[config.mk]
export PLATFORM = sky130hd
export DESIGN_NAME = pulse_xy_meter
export DESIGN_NICKNAME = d
export VERILOG_FILES = /design/src/rtl/pulse_xy_meter.sv
export SDC_FILE = /design/constraint.sdc
export NUM_CORES = 1
export LEC_CHECK = 0
export CORE_MARGIN = 5
export CORE_UTILIZATION = 35
export CTS_CLUSTER_SIZE = 16
export DETAILED_ROUTE_END_ITERATION = 10
export PLACE_DENSITY = 0.63
export RECOVER_POWER = 25
export SLEW_MARGIN = 20
export SYNTH_ARGS = -nofsm -noshare
export SYNTH_HDL_FRONTEND = slang
export SYNTH_SLANG_ARGS = --single-unit
[constraint.sdc]
create_clock -name sysclk -period 2.3 [get_ports sysclk]
set_input_delay 0.69 -clock sysclk [delete_from_list [all_inputs] [get_ports sysclk]]
set_output_delay 0.69 -clock sysclk [all_outputs]
set_load 0.01 [all_outputs]
[src/rtl/pulse_xy_meter.sv]
// ============================================================================
// pulse_xy_meter
// ----------------------------------------------------------------------------
// Downstream measurement stage for the X/Y pulse-shaping output pair.
// Both pulse inputs are synchronised into the sysclk domain and edge
// detected. Every X cycle (X rise to next X rise) is measured for:
//   - its period in sysclk cycles,
//   - its X high width,
//   - the delay from the X rise to the first following Y rise.
// Each completed cycle is published on the registered result outputs together
// with a one-cycle meas_valid strobe. A cycle without any Y rise is reported
// as y_missing with an all-ones delay. If X stops toggling long enough for
// the period counter to reach its maximum, the sticky timeout flag is raised
// and the meter returns to IDLE.
//
// Ports:
//   sysclk      in   system clock, rising edge
//   reset       in   synchronous, active-high reset
//   Pulse_X     in   asynchronous X pulse
//   Pulse_Y     in   asynchronous Y pulse
//   meas_en     in   1 = measure, 0 = force IDLE and hold results
//   period_x    out  [CNT_W] cycles between the last two X rises
//   width_x     out  [CNT_W] X high cycles in the last completed X cycle
//   delay_xy    out  [CNT_W] X rise to first Y rise; all-ones if no Y rise
//   y_missing   out  last completed X cycle had no Y rise
//   meas_valid  out  one-cycle strobe, results updated this cycle
//   timeout     out  sticky, X stalled for 2^CNT_W-1 cycles
// ============================================================================
module pulse_xy_meter #(
    parameter int CNT_W       = 16,
    parameter int SYNC_STAGES = 2    // legal range 2..3
) (
    input  logic             sysclk,
    input  logic             reset,
    input  logic             Pulse_X,
    input  logic             Pulse_Y,
    input  logic             meas_en,
    output logic [CNT_W-1:0] period_x,
    output logic [CNT_W-1:0] width_x,
    output logic [CNT_W-1:0] delay_xy,
    output logic             y_missing,
    output logic             meas_valid,
    output logic             timeout
);

    localparam logic [0:0] ST_IDLE  = 1'b0;
    localparam logic [0:0] ST_ARMED = 1'b1;

    localparam logic [CNT_W-1:0] CNT_MAX = '1;
    localparam logic [CNT_W-1:0] CNT_ONE = {{(CNT_W-1){1'b0}}, 1'b1};

    // Saturating increment shared by all measurement counters.
    function automatic logic [CNT_W-1:0] sat_inc(input logic [CNT_W-1:0] v);
        return (v == CNT_MAX) ? v : v + CNT_ONE;
    endfunction

    // ------------------------------------------------------------------
    // Synchronisers and edge detection
    // ------------------------------------------------------------------
    logic [SYNC_STAGES-1:0] x_sync_q, x_sync_d;
    logic [SYNC_STAGES-1:0] y_sync_q, y_sync_d;
    logic                   xd_q, xd_d;
    logic                   yd_q, yd_d;

    logic xs, ys;
    logic rise_x, fall_x, rise_y;

    always_comb begin
        x_sync_d = {x_sync_q[SYNC_STAGES-2:0], Pulse_X};
        y_sync_d = {y_sync_q[SYNC_STAGES-2:0], Pulse_Y};
        xs       = x_sync_q[SYNC_STAGES-1];
        ys       = y_sync_q[SYNC_STAGES-1];
        xd_d     = xs;
        yd_d     = ys;
        rise_x   = xs & ~xd_q;
        fall_x   = ~xs & xd_q;
        rise_y   = ys & ~yd_q;
    end

    // ------------------------------------------------------------------
    // Measurement state
    // ------------------------------------------------------------------
    logic [0:0]       state_q,   state_d;
    logic [CNT_W-1:0] per_cnt_q, per_cnt_d;
    logic [CNT_W-1:0] wid_cnt_q, wid_cnt_d;
    logic [CNT_W-1:0] del_cnt_q, del_cnt_d;
    logic [CNT_W-1:0] del_cap_q, del_cap_d;
    logic             y_seen_q,  y_seen_d;
    logic             x_fell_q,  x_fell_d;

    logic [CNT_W-1:0] period_x_q,   period_x_d;
    logic [CNT_W-1:0] width_x_q,    width_x_d;
    logic [CNT_W-1:0] delay_xy_q,   delay_xy_d;
    logic             y_missing_q,  y_missing_d;
    logic             meas_valid_q, meas_valid_d;
    logic             timeout_q,    timeout_d;

    logic [CNT_W-1:0] per_inc;

    // NOTE: every signal assigned here gets a default first, so no path
    // through the block leaves it unassigned and no latch is inferred.
    always_comb begin
        state_d      = state_q;
        per_cnt_d    = per_cnt_q;
        wid_cnt_d    = wid_cnt_q;
        del_cnt_d    = del_cnt_q;
        del_cap_d    = del_cap_q;
        y_seen_d     = y_seen_q;
        x_fell_d     = x_fell_q;
        period_x_d   = period_x_q;
        width_x_d    = width_x_q;
        delay_xy_d   = delay_xy_q;
        y_missing_d  = y_missing_q;
        timeout_d    = timeout_q;
        meas_valid_d = 1'b0;
        per_inc      = sat_inc(per_cnt_q);

        if (!meas_en) begin
            // Disabled: drop back to IDLE, results and timeout hold.
            state_d = ST_IDLE;
        end else if (rise_x) begin
            // A rise in ARMED closes the running cycle; in IDLE it only arms.
            if (state_q == ST_ARMED) begin
                period_x_d   = per_cnt_q;
                // X that never fell was high for the whole cycle.
                width_x_d    = x_fell_q ? wid_cnt_q : per_cnt_q;
                delay_xy_d   = y_seen_q ? del_cap_q : CNT_MAX;
                y_missing_d  = ~y_seen_q;
                timeout_d    = 1'b0;
                meas_valid_d = 1'b1;
            end
            state_d   = ST_ARMED;
            per_cnt_d = CNT_ONE;
            wid_cnt_d = CNT_ONE;
            del_cnt_d = CNT_ONE;
            x_fell_d  = 1'b0;
            // A Y rise coincident with the X rise belongs to the new cycle.
            y_seen_d  = rise_y;
            del_cap_d = '0;
        end else if (state_q == ST_ARMED) begin
            per_cnt_d = per_inc;
            del_cnt_d = sat_inc(del_cnt_q);
            if (xs && !x_fell_q) begin
                wid_cnt_d = sat_inc(wid_cnt_q);
            end
            if (fall_x) begin
                x_fell_d = 1'b1;
            end
            // Only the first Y rise of the X cycle is kept.
            if (rise_y && !y_seen_q) begin
                y_seen_d  = 1'b1;
                del_cap_d = del_cnt_q;
            end
            // Period counter about to hit its ceiling: X has stalled.
            if (per_inc == CNT_MAX) begin
                timeout_d = 1'b1;
                state_d   = ST_IDLE;
            end
        end
    end

    // NOTE: sequential state uses non-blocking assignments only, so every
    // flop samples the values from before this edge regardless of order.
    always_ff @(posedge sysclk) begin
        if (reset) begin
            x_sync_q     <= '0;
            y_sync_q     <= '0;
            xd_q         <= 1'b0;
            yd_q         <= 1'b0;
            state_q      <= ST_IDLE;
            per_cnt_q    <= '0;
            wid_cnt_q    <= '0;
            del_cnt_q    <= '0;
            del_cap_q    <= '0;
            y_seen_q     <= 1'b0;
            x_fell_q     <= 1'b0;
            period_x_q   <= '0;
            width_x_q    <= '0;
            delay_xy_q   <= '0;
            y_missing_q  <= 1'b0;
            meas_valid_q <= 1'b0;
            timeout_q    <= 1'b0;
        end else begin
            x_sync_q     <= x_sync_d;
            y_sync_q     <= y_sync_d;
            xd_q         <= xd_d;
            yd_q         <= yd_d;
            state_q      <= state_d;
            per_cnt_q    <= per_cnt_d;
            wid_cnt_q    <= wid_cnt_d;
            del_cnt_q    <= del_cnt_d;
            del_cap_q    <= del_cap_d;
            y_seen_q     <= y_seen_d;
            x_fell_q     <= x_fell_d;
            period_x_q   <= period_x_d;
            width_x_q    <= width_x_d;
            delay_xy_q   <= delay_xy_d;
            y_missing_q  <= y_missing_d;
            meas_valid_q <= meas_valid_d;
            timeout_q    <= timeout_d;
        end
    end

    assign period_x   = period_x_q;
    assign width_x    = width_x_q;
    assign delay_xy   = delay_xy_q;
    assign y_missing  = y_missing_q;
    assign meas_valid = meas_valid_q;
    assign timeout    = timeout_q;

endmodule
# Word-level counts from Yosys, hierarchy flattened
# Cells that the tools add are included.
# word_totals
register_bits	124
in_bits	5
elab_cells	82
# op_classes
addsub	3
n_eq_ne	6
muxes	29
n_bitwise	9
n_reduce_logical	18
# ops
cell	n
16-bit two-way mux	15
16-bit equality test (second input constant)	4
16-bit by 1-bit adder with 16-bit output (second input constant)	3
3-bit AND reduction	5
1-bit two-way mux	14
2-bit nonzero test	5
1-bit NOT	6
2-bit != test (second input constant)	2
4-bit AND reduction	1
1-bit AND	3
3-bit OR reduction	1
1-bit logical AND	2
1-bit logical NOT	2
2-bit AND reduction	1
2-bit OR reduction	1

# Depth between registers and ports, before layout
# Gate-level depths: netlist of run 1.
# depth
depth_word	6
ltp_mapped	10
mapped_depth_nobuf	9

# Worst setup path before layout of run 1
# Ideal clock, no wire load.
# synth_timing
kind	register to register
from	reg per_cnt_q[0]
to	reg state_q
t_arrival_ns	1.939
required_time_ns	2.168
slack_ns	0.230
path_stages_with_launch	10
n_path_buf	1
synth_period_minus_slack_ns	2.070
cell_sequence	dfxtp_1 -> ha_1 -> buf_2 -> nand4_2 -> or3_1 -> nand3_1 -> xnor2_1 -> nand3_1 -> nor4_1 -> nor3_1
# synth_via
elab_chain_len	6
word_cells_on_any_way	7
cone_classes	1 x add/sub; 2 x eq/ne; 4 x mux
# synth_lines
element	line	source
from (decl)	84	logic [CNT_W-1:0] per_cnt_q, per_cnt_d;
from (signal assigned)	189	per_cnt_q <= per_cnt_d;
16-bit by 1-bit adder with 16-bit output or 16-bit equality test (tied branches)	54	return (v == CNT_MAX) ? v : v + CNT_ONE;
16-bit two-way mux *	54	
16-bit equality test *	155	if (per_inc == CNT_MAX) begin
1-bit two-way mux *	155	
1-bit two-way mux *	140	end else if (state_q == ST_ARMED) begin
1-bit two-way mux *	121	end else if (rise_x) begin
to (signal assigned)	188	state_q <= state_d;
to (decl)	83	logic [0:0] state_q, state_d;
# Every way passes the cells marked *; elsewhere a longest branch is shown, timed or not.
# A chain may end at the register's enable or synchronous reset.

# Worst setup path in the final report of run 1
# layout_timing
from	reg per_cnt_q[2]
to	reg timeout_q (netlist: timeout)
# layout_via
elab_chain_len	5
word_cells_on_any_way	6
cone_classes	1 x add/sub; 2 x eq/ne; 1 x mux; 2 x reduce/logical
# layout_lines
element	line	source
16-bit by 1-bit adder with 16-bit output or 16-bit equality test (tied branches)	54	
16-bit two-way mux *	54	
16-bit equality test *	155	
2-bit nonzero test (no source line) *	n/a	
3-bit AND reduction (no source line) *	n/a	
to (signal assigned)	200	timeout_q <= timeout_d;
to (decl)	96	logic timeout_q, timeout_d;
# Marks and branches as above.

==> report_table.html, run 1 <==
<table>
<tr><th>Metric</th><th>Value</th></tr>
<tr><th colspan="2">Worst setup path</th></tr>
<tr><td>Cell-by-cell trace of the critical path</td><td>nand4_2, nor2_2, nand3_1, mux2_2, nand3_1, nor4_2, buf_4, o21a_1</td></tr>
<tr><td>Source of the worst register-to-register timing path</td><td>per_cnt_q[2]$_SDFFE_PP0P_</td></tr>
<tr><td>Slowest cell on the critical path</td><td>sky130_fd_sc_hd__dfxtp_1</td></tr>
<tr><td>Critical-path maximum fanout</td><td>5</td></tr>
<tr><td>Timing startpoint of the critical path</td><td>per_cnt_q[2]$_SDFFE_PP0P_</td></tr>
<tr><td>CP Capture Type</td><td>flop</td></tr>
<tr><td>Worst setup SP type</td><td>flop</td></tr>
<tr><td>Worst Path Arrival</td><td>around 2.6 ns</td></tr>
<tr><td>Required arrival time at the worst endpoint</td><td>between 2 and 3 ns</td></tr>
<tr><td>Most Frequent Cell on Critical Path</td><td>sky130_fd_sc_hd__nand3_1</td></tr>
<tr><td>Count of buffer and inverter cells on the critical path</td><td>1</td></tr>
<tr><td>Worst Setup Path Type</td><td>reg -&gt; reg</td></tr>
<tr><td>Family of cells with the greatest summed delay on the critical path</td><td>simple AND/OR/NAND/NOR gates</td></tr>
<tr><td>Slowest stage delay, CP</td><td>approximately 0.49 ns</td></tr>
<tr><th colspan="2">Clock tree</th></tr>
<tr><td>TritonCTS clock tree</td><td>built</td></tr>
<tr><td>Setup repair bufs after CTS</td><td>0</td></tr>
<tr><td>CTS Root Buffer Type</td><td>sky130_fd_sc_hd__clkbuf_16</td></tr>
<tr><td>CTS Buffer Depth</td><td>2</td></tr>
<tr><td>Clock latency of the later-clocked register in the worst-skew pair</td><td>approximately 0.42 ns</td></tr>
<tr><td>CTS clk-pin slew, worst paths</td><td>roughly 0.060 ns</td></tr>
<tr><td>TritonCTS buffer count</td><td>17</td></tr>
<tr><td>Level count of the clock H-tree</td><td>4</td></tr>
<tr><td>Clock sink count</td><td>between 100 and 150</td></tr>
<tr><th colspan="2">Route</th></tr>
<tr><td>Total via count after detailed routing</td><td>about 4700</td></tr>
<tr><td>DRT iter0 DRCs</td><td>about 290</td></tr>
<tr><td>Detailed-route wire length per cell</td><td>15.78 µm</td></tr>
<tr><td>Routed Wire Length</td><td>about 14000 µm</td></tr>
<tr><td>Number of nets with antenna violations after routing</td><td>0</td></tr>
<tr><td># DRC</td><td>0</td></tr>
<tr><td>DR pass1 iterations</td><td>5</td></tr>
<tr><td>Vias per cell</td><td>5.254</td></tr>
<tr><th colspan="2">Yosys</th></tr>
<tr><td>Number of register bits inferred by synthesis</td><td>about 120</td></tr>
<tr><td>Per-instance average area after synthesis</td><td>between 8 and 9 µm²</td></tr>
<tr><td>Fraction of registers with async set/reset</td><td>0</td></tr>
<tr><td>Dominant synthesized flop cell</td><td>sky130_fd_sc_hd__dfxtp_1</td></tr>
<tr><td>Netlist area before placement</td><td>around 5300 µm²</td></tr>
<tr><td>Post-Syn Nets</td><td>approximately 600</td></tr>
<tr><td>Post-Syn Instances</td><td>roughly 600</td></tr>
<tr><td>Unique cell type count in the Yosys netlist</td><td>56</td></tr>
<tr><td>Share of synthesized area occupied by flip-flops and latches</td><td>0.4690</td></tr>
<tr><td>Warning count from the yosys run</td><td>0</td></tr>
<tr><td>Number of synthesized flops with an enable pin</td><td>0</td></tr>
<tr><th colspan="2">Die</th></tr>
<tr><td>Io pins</td><td>56</td></tr>
<tr><td>Die area</td><td>around 18000 µm²</td></tr>
<tr><td>Total core area</td><td>between 15000 and 20000 µm²</td></tr>
<tr><td>Chip height</td><td>around 130 µm</td></tr>
<tr><td>Total number of placement rows</td><td>45</td></tr>
<tr><td>Effective utilization at floorplan</td><td>0.3521</td></tr>
<tr><td>Die Width</td><td>about 130 µm</td></tr>
<tr><th colspan="2">STA</th></tr>
<tr><td>Period utilization</td><td>0.9515</td></tr>
<tr><td>Sum Neg Setup Slack</td><td>0 ns</td></tr>
<tr><td>Unrepaired setup endpoints after global routing</td><td>yes</td></tr>
<tr><td>Slew of the pin with the lowest slew margin</td><td>between 0.9 and 1 ns</td></tr>
<tr><td>Max Fclk</td><td>between 400 and 500 MHz</td></tr>
<tr><td>Worst-case clock skew</td><td>0.008787 ns</td></tr>
<tr><td>Min Tclk post-route</td><td>2.189 ns</td></tr>
<tr><td>Relative slew margins</td><td>0.3556</td></tr>
<tr><td>Number of hold violations in the final report</td><td>0</td></tr>
<tr><td>Final setup violation count</td><td>0</td></tr>
<tr><td>Final number of max-transition violations</td><td>0</td></tr>
<tr><th colspan="2">Global route</th></tr>
<tr><td>Pin count of the biggest net entering global routing</td><td>29</td></tr>
<tr><td>Overall Global Routing Usage</td><td>0.1627</td></tr>
<tr><td>First-pass GRT wire length</td><td>~23000 µm</td></tr>
<tr><td>Global route total overflow</td><td>0</td></tr>
<tr><td>Number of global-route vias before repair</td><td>around 4800</td></tr>
<tr><td>Number of antenna violations at the first check in global routing</td><td>0</td></tr>
<tr><th colspan="2">Finish</th></tr>
<tr><td>Layout Utilization</td><td>0.4662</td></tr>
<tr><td>Proportion of layout cells with a drive suffix above 1</td><td>0.1429</td></tr>
<tr><td>Post-route standard cell area excluding fillers</td><td>~7000 µm²</td></tr>
<tr><td>Number of inserted diodes</td><td>0</td></tr>
<tr><td>Area growth, synth to finish</td><td>32.41%</td></tr>
<tr><td>Net count reported at finish</td><td>around 700</td></tr>
<tr><td>Cell Count, Final, Fillers Out</td><td>~900</td></tr>
<tr><th colspan="2">Outcome</th></tr>
<tr><td>Run status</td><td>finished, final reports clean</td></tr>
<tr><th colspan="2">Power and ir drop</th></tr>
<tr><td>Power density cells</td><td>about 740 nW/µm²</td></tr>
<tr><td>Peak supply drop</td><td>~0.48 mV</td></tr>
<tr><td>Leakage component of the power</td><td>0.002527 µW</td></tr>
<tr><th colspan="2">Place</th></tr>
<tr><td>Final weighted congestion in routability-driven placement</td><td>~0.9</td></tr>
<tr><td>DP HPWL</td><td>approximately 10000 µm</td></tr>
<tr><td>Placed Cells</td><td>863</td></tr>
<tr><td>Placed cell area</td><td>around 6400 µm²</td></tr>
<tr><td>Port-buffer cells</td><td>55</td></tr>
<tr><th colspan="2">Hold path</th></tr>
<tr><td>Class of the worst hold path</td><td>reg -&gt; reg</td></tr>
<tr><td>Startpoint of the lowest-slack hold path</td><td>x_sync_q[0]$_SDFF_PP0_</td></tr>
<tr><th colspan="2">Run</th></tr>
<tr><td>Max-cap check violation count</td><td>0</td></tr>
</table>
worst register-to-register path, delay by kind of cell, from the launching register on:
family | cells | cell delay [ns]
AND/OR/NAND/NOR | 5 | 1.13
flip-flops | 1 | 0.49
multiplexers | 1 | 0.25
buffers and inverters | 1 | 0.16
AO/OA/AOI/OAI | 1 | 0.10
stage by stage:
stage	hold WS [ns]	worst slack, ns	power (µW)
after floorplan	0.4138	0.2298	2269
after global placement	0.4286	-0.2364	2320
after detailed placement	0.4434	-0.3309	2323
after CTS	0.4508	0.07664	5237
after global routing	0.4622	-0.0001725	5343
final	0.4477	0.1114	5183
cell families after synthesis:
logic type / synth area share
adder cells (fa/ha/maj): 0.009457
AO/OA/AOI/OAI: 0.1591
buffers and inverters: 0.03854
AND/OR/NAND/NOR: 0.2416
flip-flops: 0.4690
XOR/XNOR: 0.04799
multiplexers: 0.03428
path summary, 6_finish.rpt:
path	endpoint	slack (ns)	cells after the start
setup / recovery	timeout$_SDFFE_PP0P_	0.11	8
hold / removal	x_sync_q[1]$_SDFF_PP0_	0.45	1
setup reg to reg	timeout$_SDFFE_PP0P_	0.11	8
hold reg to reg	x_sync_q[1]$_SDFF_PP0_	0.45	1
power by group:
group	switching (µW)	internal, µW	leakage [µW]
Clock	964	1940	0.000310
Combinational	73.0	39.5	0.00122
Sequential	6.96	2160	0.00100
state kept, by name (all words and copies together), names as in the netlist, 2 cells and up:
| signal | flops |
|---|---|
| width_x | 16 |
| y_sync_q | 2 |
| delay_xy | 16 |
| per_cnt_q | 16 |
| x_sync_q | 2 |
| del_cap_q | 16 |
| period_x | 16 |
| wid_cnt_q | 16 |
| del_cnt_q | 16 |
synthesized netlist by cell type (2+ instances only):
master / instances / share of area
sky130_fd_sc_hd__a32oi_1: 2 / 0.0033
sky130_fd_sc_hd__nand4b_1: 3 / 0.0050
sky130_fd_sc_hd__nor4_2: 2 / 0.0047
sky130_fd_sc_hd__a311oi_1: 3 / 0.0050
sky130_fd_sc_hd__clkbuf_1: 24 / 0.017
sky130_fd_sc_hd__nand3_1: 14 / 0.013
sky130_fd_sc_hd__o21a_1: 3 / 0.0043
sky130_fd_sc_hd__and2_1: 5 / 0.0059
sky130_fd_sc_hd__o21ai_0: 52 / 0.049
sky130_fd_sc_hd__nand2_1: 63 / 0.045
sky130_fd_sc_hd__a31oi_1: 3 / 0.0035
sky130_fd_sc_hd__a22oi_1: 19 / 0.027
sky130_fd_sc_hd__nor3_2: 2 / 0.0038
sky130_fd_sc_hd__xnor2_1: 12 / 0.020
sky130_fd_sc_hd__nor3_1: 9 / 0.0085
sky130_fd_sc_hd__ha_1: 4 / 0.0095
sky130_fd_sc_hd__a22o_1: 15 / 0.025
sky130_fd_sc_hd__nand4_1: 9 / 0.011
sky130_fd_sc_hd__nand3b_1: 2 / 0.0028
sky130_fd_sc_hd__nor2b_1: 24 / 0.028
sky130_fd_sc_hd__nand4_2: 3 / 0.0071
sky130_fd_sc_hd__a21oi_1: 26 / 0.025
sky130_fd_sc_hd__and3_1: 9 / 0.011
sky130_fd_sc_hd__nor4_1: 3 / 0.0035
sky130_fd_sc_hd__o21ai_1: 2 / 0.0019
sky130_fd_sc_hd__and4_1: 5 / 0.0083
sky130_fd_sc_hd__nand3_4: 2 / 0.0066
sky130_fd_sc_hd__buf_2: 13 / 0.012
sky130_fd_sc_hd__inv_1: 7 / 0.0050
sky130_fd_sc_hd__dfxtp_1: 124 / 0.47
sky130_fd_sc_hd__nand2b_1: 2 / 0.0024
sky130_fd_sc_hd__a211oi_1: 2 / 0.0028
sky130_fd_sc_hd__nor2_1: 72 / 0.051
sky130_fd_sc_hd__xor2_1: 17 / 0.028
sky130_fd_sc_hd__mux2i_1: 17 / 0.032
sky130_fd_sc_hd__or3_1: 7 / 0.0083
final cells by class:
| class | count | area (µm²) |
|---|---|---|
| timing repair buffer | 114 | 988.4 |
| sequential | 124 | 2484 |
| clock inverter | 12 | 193.9 |
| inverter | 7 | 26.28 |
| multi-input combinational | 430 | 2634 |
| clock buffer | 20 | 446.7 |
| tap | 188 | 235.2 |
| fill | 1413 | 8025 |
placed cells by master (no fill, tap or decap), drive strengths merged, types with 4 or more instances in the layout:
cell type        n
buf             48
clkdlybuf4s50   55
nor2b           24
xnor2           12
a22oi           19
clkinv           5
bufinv           5
a22o            15
or3              7
nor2            73
xor2            17
clkbuf          31
nand4           12
dfxtp          124
inv              7
a21oi           27
mux2i           17
and4             5
and3             9
nand3           17
nand2           63
nor3            12
o21ai           55
nor4             5
and2             5
ha               4
timing repair:
item                                    CTS  global route
endpoints found under the setup margin    0             2
hold buffers                              0             0
gates resized for setup                   0             4
layer usage:
layer | wire (µm) | vias up | GRT usage
li1 | - | 2303 | -
met1 | 6414 | 2249 | 0.1992
met2 | 6815 | 138 | 0.2748
met3 | 725 | 12 | 0.04525
met4 | 169 | 0 | 0.05600
met5 | 0 | - | 0
No activity file was read; power rests on OpenSTA's default activity.
==> run 2, diff against run 1 <==
Settings changed: MAX_ROUTING_LAYER set to met4.
==> run 2 against run 1 <==
Compared with the run above:
- clock-buffer cell count is 1 higher
- combinational power hardly changed
- sequential power hardly changed
- sequential share of layout area is 0.11 points lower
- worst setup slack better by 0.047 ns
- die area stayed put
- via count is 1.1% lower
- critical path depth is 1 higher
- critical path type unchanged
- largest cell class unchanged
==> report_table.html, run 2 (synthesis gave the netlist of run 1 again) <==
<table>
<tr><th>Metric</th><th>Value</th></tr>
<tr><th colspan="2">Global route</th></tr>
<tr><td>Number of global-route vias before repair</td><td>4784 (was 4751)</td></tr>
<tr><td>Global route total overflow</td><td>0 (unchanged)</td></tr>
<tr><td>Number of antenna violations at the first check in global routing</td><td>0 (unchanged)</td></tr>
<tr><td>First-pass GRT wire length</td><td>23780 µm (was 23340 µm)</td></tr>
<tr><td>Pin count of the biggest net entering global routing</td><td>29 (unchanged)</td></tr>
<tr><td>Overall Global Routing Usage</td><td>0.1712 (was 0.1627)</td></tr>
<tr><th colspan="2">Worst setup path</th></tr>
<tr><td>Capturing point of the worst reg2reg path</td><td>timeout$_SDFFE_PP0P_ (unchanged)</td></tr>
<tr><td>Cell-by-cell trace of the critical path</td><td>ha_1, nand4_4, or3_4, nand3_1, xnor2_1, nand3_1, nor4_2, buf_4, o21a_1 (was nand4_2, nor2_2, nand3_1, mux2_2, nand3_1, nor4_2, buf_4, o21a_1)</td></tr>
<tr><td>Worst setup SP type</td><td>flop (unchanged)</td></tr>
<tr><td>Most Frequent Cell on Critical Path</td><td>sky130_fd_sc_hd__nand3_1 (unchanged)</td></tr>
<tr><td>Source of the worst register-to-register timing path</td><td>per_cnt_q[0]$_SDFFE_PP0P_ (was per_cnt_q[2]$_SDFFE_PP0P_)</td></tr>
<tr><td>Worst Setup Path Type</td><td>reg -&gt; reg (unchanged)</td></tr>
<tr><td>Worst-case reg-to-reg path depth</td><td>9 (was 8)</td></tr>
<tr><td>Endpoint of the most critical setup path</td><td>timeout$_SDFFE_PP0P_ (unchanged)</td></tr>
<tr><td>Worst Path Arrival</td><td>2.50 ns (was 2.55 ns)</td></tr>
<tr><td>Required arrival time at the worst endpoint</td><td>2.66 ns (about the same)</td></tr>
<tr><td>Critical-path maximum fanout</td><td>5 (unchanged)</td></tr>
<tr><td>Timing startpoint of the critical path</td><td>per_cnt_q[0]$_SDFFE_PP0P_ (was per_cnt_q[2]$_SDFFE_PP0P_)</td></tr>
<tr><td>Slowest stage delay, CP</td><td>0.39 ns (was 0.49 ns)</td></tr>
<tr><td>Count of buffer and inverter cells on the critical path</td><td>1 (unchanged)</td></tr>
<tr><td>CP Capture Type</td><td>flop (unchanged)</td></tr>
<tr><td>Register-to-Register Setup Slack</td><td>0.16 ns (was 0.11 ns)</td></tr>
<tr><td>Slowest cell on the critical path</td><td>sky130_fd_sc_hd__or3_4 (was sky130_fd_sc_hd__dfxtp_1)</td></tr>
<tr><td>Family of cells with the greatest summed delay on the critical path</td><td>simple AND/OR/NAND/NOR gates (unchanged)</td></tr>
<tr><td>Count of cell instances traversed by the critical path</td><td>9 (was 8)</td></tr>
<tr><th colspan="2">Die</th></tr>
<tr><td>Die Width</td><td>133.0 µm (unchanged)</td></tr>
<tr><td>Effective utilization at floorplan</td><td>0.3521 (unchanged)</td></tr>
<tr><td>Total number of placement rows</td><td>45 (unchanged)</td></tr>
<tr><td>Io pins</td><td>56 (unchanged)</td></tr>
<tr><td>Chip height</td><td>133.0 µm (unchanged)</td></tr>
<tr><td>Die area</td><td>17680 µm² (unchanged)</td></tr>
<tr><td>Total core area</td><td>15030 µm² (unchanged)</td></tr>
<tr><th colspan="2">Place</th></tr>
<tr><td>Final weighted congestion in routability-driven placement</td><td>0.8885 (was 0.8975)</td></tr>
<tr><td>Port-buffer cells</td><td>55 (unchanged)</td></tr>
<tr><td>Setup slack after placement</td><td>-0.2498 ns (was -0.3309 ns)</td></tr>
<tr><td>DP HPWL</td><td>10100 µm (was 9972 µm)</td></tr>
<tr><td>Placed Cells</td><td>872 (was 863)</td></tr>
<tr><th colspan="2">Power and ir drop</th></tr>
<tr><td>Internal Dissipation</td><td>3759 µW (was 4139 µW)</td></tr>
<tr><td>Switch Pwr</td><td>1030 µW (was 1044 µW)</td></tr>
<tr><td>Sequential fraction of design power</td><td>0.452 (was 0.418)</td></tr>
<tr><td>Part of the total power dissipated in the clock network</td><td>0.525 (was 0.561)</td></tr>
<tr><td>Leakage component of the power</td><td>0.002558 µW (was 0.002527 µW)</td></tr>
<tr><td>Switching share of power</td><td>0.2151 (was 0.2014)</td></tr>
<tr><td>Power density cells</td><td>681.5 nW/µm² (was 739.6 nW/µm²)</td></tr>
<tr><td>Peak supply drop</td><td>0.5512 mV (was 0.4789 mV)</td></tr>
<tr><td>Total design power</td><td>4789 µW (was 5183 µW)</td></tr>
<tr><td>Proportion of power drawn by combinational gates</td><td>0.023 (was 0.022)</td></tr>
<tr><th colspan="2">STA</th></tr>
<tr><td>Period utilization</td><td>0.9310 (was 0.9515)</td></tr>
<tr><td>Hold_ws</td><td>0.4475 ns (was 0.4477 ns)</td></tr>
<tr><td>Final setup violation count</td><td>0 (unchanged)</td></tr>
<tr><td>Worst-case clock skew</td><td>0.007092 ns (was 0.008787 ns)</td></tr>
<tr><td>Unrepaired setup endpoints after global routing</td><td>no (was yes)</td></tr>
<tr><td>Number of hold violations in the final report</td><td>0 (unchanged)</td></tr>
<tr><td>Slew of the pin with the lowest slew margin</td><td>0.6034 ns (was 0.9667 ns)</td></tr>
<tr><td>Min Tclk post-route</td><td>2.141 ns (was 2.189 ns)</td></tr>
<tr><td>Max Fclk</td><td>467.0 MHz (was 456.9 MHz)</td></tr>
<tr><td>Worst path setup slack after routing</td><td>0.1588 ns (was 0.1114 ns)</td></tr>
<tr><td>Relative slew margins</td><td>0.5977 (was 0.3556)</td></tr>
<tr><td>Final number of max-transition violations</td><td>0 (unchanged)</td></tr>
<tr><th colspan="2">Finish</th></tr>
<tr><td>Number of inserted diodes</td><td>0 (unchanged)</td></tr>
<tr><td>Flip-flop and latch area</td><td>2482 µm² (was 2484 µm²)</td></tr>
<tr><td>Net count reported at finish</td><td>712 (was 703)</td></tr>
<tr><td>Area growth, synth to finish</td><td>32.77% (was 32.41%)</td></tr>
<tr><td>Most common cell after layout, fill and taps aside</td><td>sky130_fd_sc_hd__dfxtp_1 (unchanged)</td></tr>
<tr><td>Cell Count, Final, Fillers Out</td><td>904 (was 895)</td></tr>
<tr><td>Proportion of layout cells with a drive suffix above 1</td><td>0.1620 (was 0.1429)</td></tr>
<tr><td>Combined area of the multi-input logic cells</td><td>2645 µm² (was 2634 µm²)</td></tr>
<tr><td>Total of fill cells in the finished design</td><td>1452 (was 1413)</td></tr>
<tr><td>Most frequent cells in the layout</td><td>124 x sky130_fd_sc_hd__dfxtp_1, 72 x sky130_fd_sc_hd__nor2_1, 63 x sky130_fd_sc_hd__nand2_1, 57 x sky130_fd_sc_hd__buf_4 (was 123 x sky130_fd_sc_hd__dfxtp_1, 72 x sky130_fd_sc_hd__nor2_1, 63 x sky130_fd_sc_hd__nand2_1, 55 x sky130_fd_sc_hd__clkdlybuf4s50_1, 53 x sky130_fd_sc_hd__o21ai_0)</td></tr>
<tr><th colspan="2">Clock tree</th></tr>
<tr><td>Clock latency of the later-clocked register in the worst-skew pair</td><td>0.42 ns (about the same)</td></tr>
<tr><td>Clock sink count</td><td>124 (unchanged)</td></tr>
<tr><td>CTS clk-pin slew, worst paths</td><td>0.06 ns (about the same)</td></tr>
<tr><td>CTS Root Buffer Type</td><td>sky130_fd_sc_hd__clkbuf_16 (unchanged)</td></tr>
<tr><td>CTS Buffer Depth</td><td>2 (unchanged)</td></tr>
<tr><td>Setup repair bufs after CTS</td><td>0 (unchanged)</td></tr>
<tr><td>TritonCTS clock tree</td><td>built (unchanged)</td></tr>
<tr><td>Level count of the clock H-tree</td><td>4 (unchanged)</td></tr>
<tr><td>TritonCTS buffer count</td><td>17 (unchanged)</td></tr>
<tr><th colspan="2">Route</th></tr>
<tr><td># DRC</td><td>0 (unchanged)</td></tr>
<tr><td>Routed Wire Length</td><td>14150 µm (was 14120 µm)</td></tr>
<tr><td>Detailed-route wire length per cell</td><td>15.66 µm (was 15.78 µm)</td></tr>
<tr><td>Vias per cell</td><td>5.145 (was 5.254)</td></tr>
<tr><td>DR pass1 iterations</td><td>4 (was 5)</td></tr>
<tr><td>Total via count after detailed routing</td><td>4651 (was 4702)</td></tr>
<tr><td>DRT iter0 DRCs</td><td>249 (was 291)</td></tr>
<tr><td>Number of nets with antenna violations after routing</td><td>0 (unchanged)</td></tr>
<tr><th colspan="2">Hold path</th></tr>
<tr><td>Class of the worst hold path</td><td>reg -&gt; reg (unchanged)</td></tr>
<tr><th colspan="2">Run</th></tr>
<tr><td>Max-cap check violation count</td><td>0 (unchanged)</td></tr>
<tr><th colspan="2">Outcome</th></tr>
<tr><td>Run status</td><td>finished, final reports clean (unchanged)</td></tr>
</table>
==> run 2: cell types whose count changed in the layout (fill, tap and decap cells not counted), moves of 2 or more <==
cell                              before  now
sky130_fd_sc_hd__buf_4                46   57
sky130_fd_sc_hd__clkbuf_8              1    3
sky130_fd_sc_hd__clkdlybuf4s50_1      55   52
sky130_fd_sc_hd__bufinv_16             5    1
sky130_fd_sc_hd__clkinv_2              4    6
sky130_fd_sc_hd__clkbuf_1              8    5
sky130_fd_sc_hd__clkinv_4              1    3
sky130_fd_sc_hd__clkbuf_4              2    0
sky130_fd_sc_hd__dlygate4sd3_1         0    3
==> run 2: area by class of cell <==
type | count | area share
Multi-Input combinational cell | 430 | 0.3764
Sequential cell | 124 | 0.3533
Timing Repair Buffer | 123 | 0.1528
Clock buffer | 21 | 0.06695
Tap cell | 188 | 0.03348
Clock inverter | 11 | 0.01335
Inverter | 7 | 0.003739
==> run 2: layer usage <==
| metal | up-vias | share of wire | global-route usage |
|---|---|---|---|
| met5 | - | 0 | - |
| met1 | 2206 | 0.46 | 0.2035 |
| met4 | 0 | 0.020 | 0.06178 |
| met3 | 23 | 0.046 | 0.04905 |
| met2 | 106 | 0.48 | 0.2765 |
| li1 | 2316 | - | - |
==> run 2: how the worst min path moves through the flow <==
stage,startpoint,endpoint,cells after the start
floorplan,x_sync_q[0]$_SDFF_PP0_,x_sync_q[1]$_SDFF_PP0_,1
global placement,y_sync_q[0]$_SDFF_PP0_,y_sync_q[1]$_SDFF_PP0_,1
detailed placement,y_sync_q[0]$_SDFF_PP0_,y_sync_q[1]$_SDFF_PP0_,1
CTS,y_sync_q[0]$_SDFF_PP0_,y_sync_q[1]$_SDFF_PP0_,1
global route,y_sync_q[0]$_SDFF_PP0_,y_sync_q[1]$_SDFF_PP0_,1
finish,x_sync_q[0]$_SDFF_PP0_,x_sync_q[1]$_SDFF_PP0_,1
==> run 2: timing repair <==
item                       in CTS  in global routing
setup endpoints to repair       0                  3
hold buffers                    0                  0
gates resized for setup         0                  5
==> run 2: per-stage QoR <==
stage | cell area, µm² | TNS (ns) | util
floorplan | 5293 | 0 | -
global placement | 6460 | -5.166 | 0.4297
detailed placement | 6460 | -7.697 | 0.4297
CTS | 7024 | 0 | 0.4672
global route | 7027 | 0 | 0.4674
finish | 7027 | 0 | 0.4674
==> run 2: worst reg2reg max path, cell delays in order (launching register included) <==
cell                      delay [ns]
sky130_fd_sc_hd__dfxtp_1        0.34
sky130_fd_sc_hd__ha_1           0.23
sky130_fd_sc_hd__nand4_4        0.18
sky130_fd_sc_hd__or3_4          0.39
sky130_fd_sc_hd__nand3_1        0.12
sky130_fd_sc_hd__xnor2_1        0.14
sky130_fd_sc_hd__nand3_1        0.14
sky130_fd_sc_hd__nor4_2         0.28
sky130_fd_sc_hd__buf_4          0.17
sky130_fd_sc_hd__o21a_1         0.10
==> run 2: power groups by stage <==
| stage | sequential, µW | clock [µW] | combinational (µW) |
|---|---|---|---|
| floorplan | 2210 | 0 | 60.2 |
| global placement | 2210 | 0 | 113 |
| detailed placement | 2210 | 0 | 115 |
| CTS | 2160 | 2570 | 116 |
| global route | 2160 | 2690 | 124 |
| finish | 2160 | 2510 | 112 |
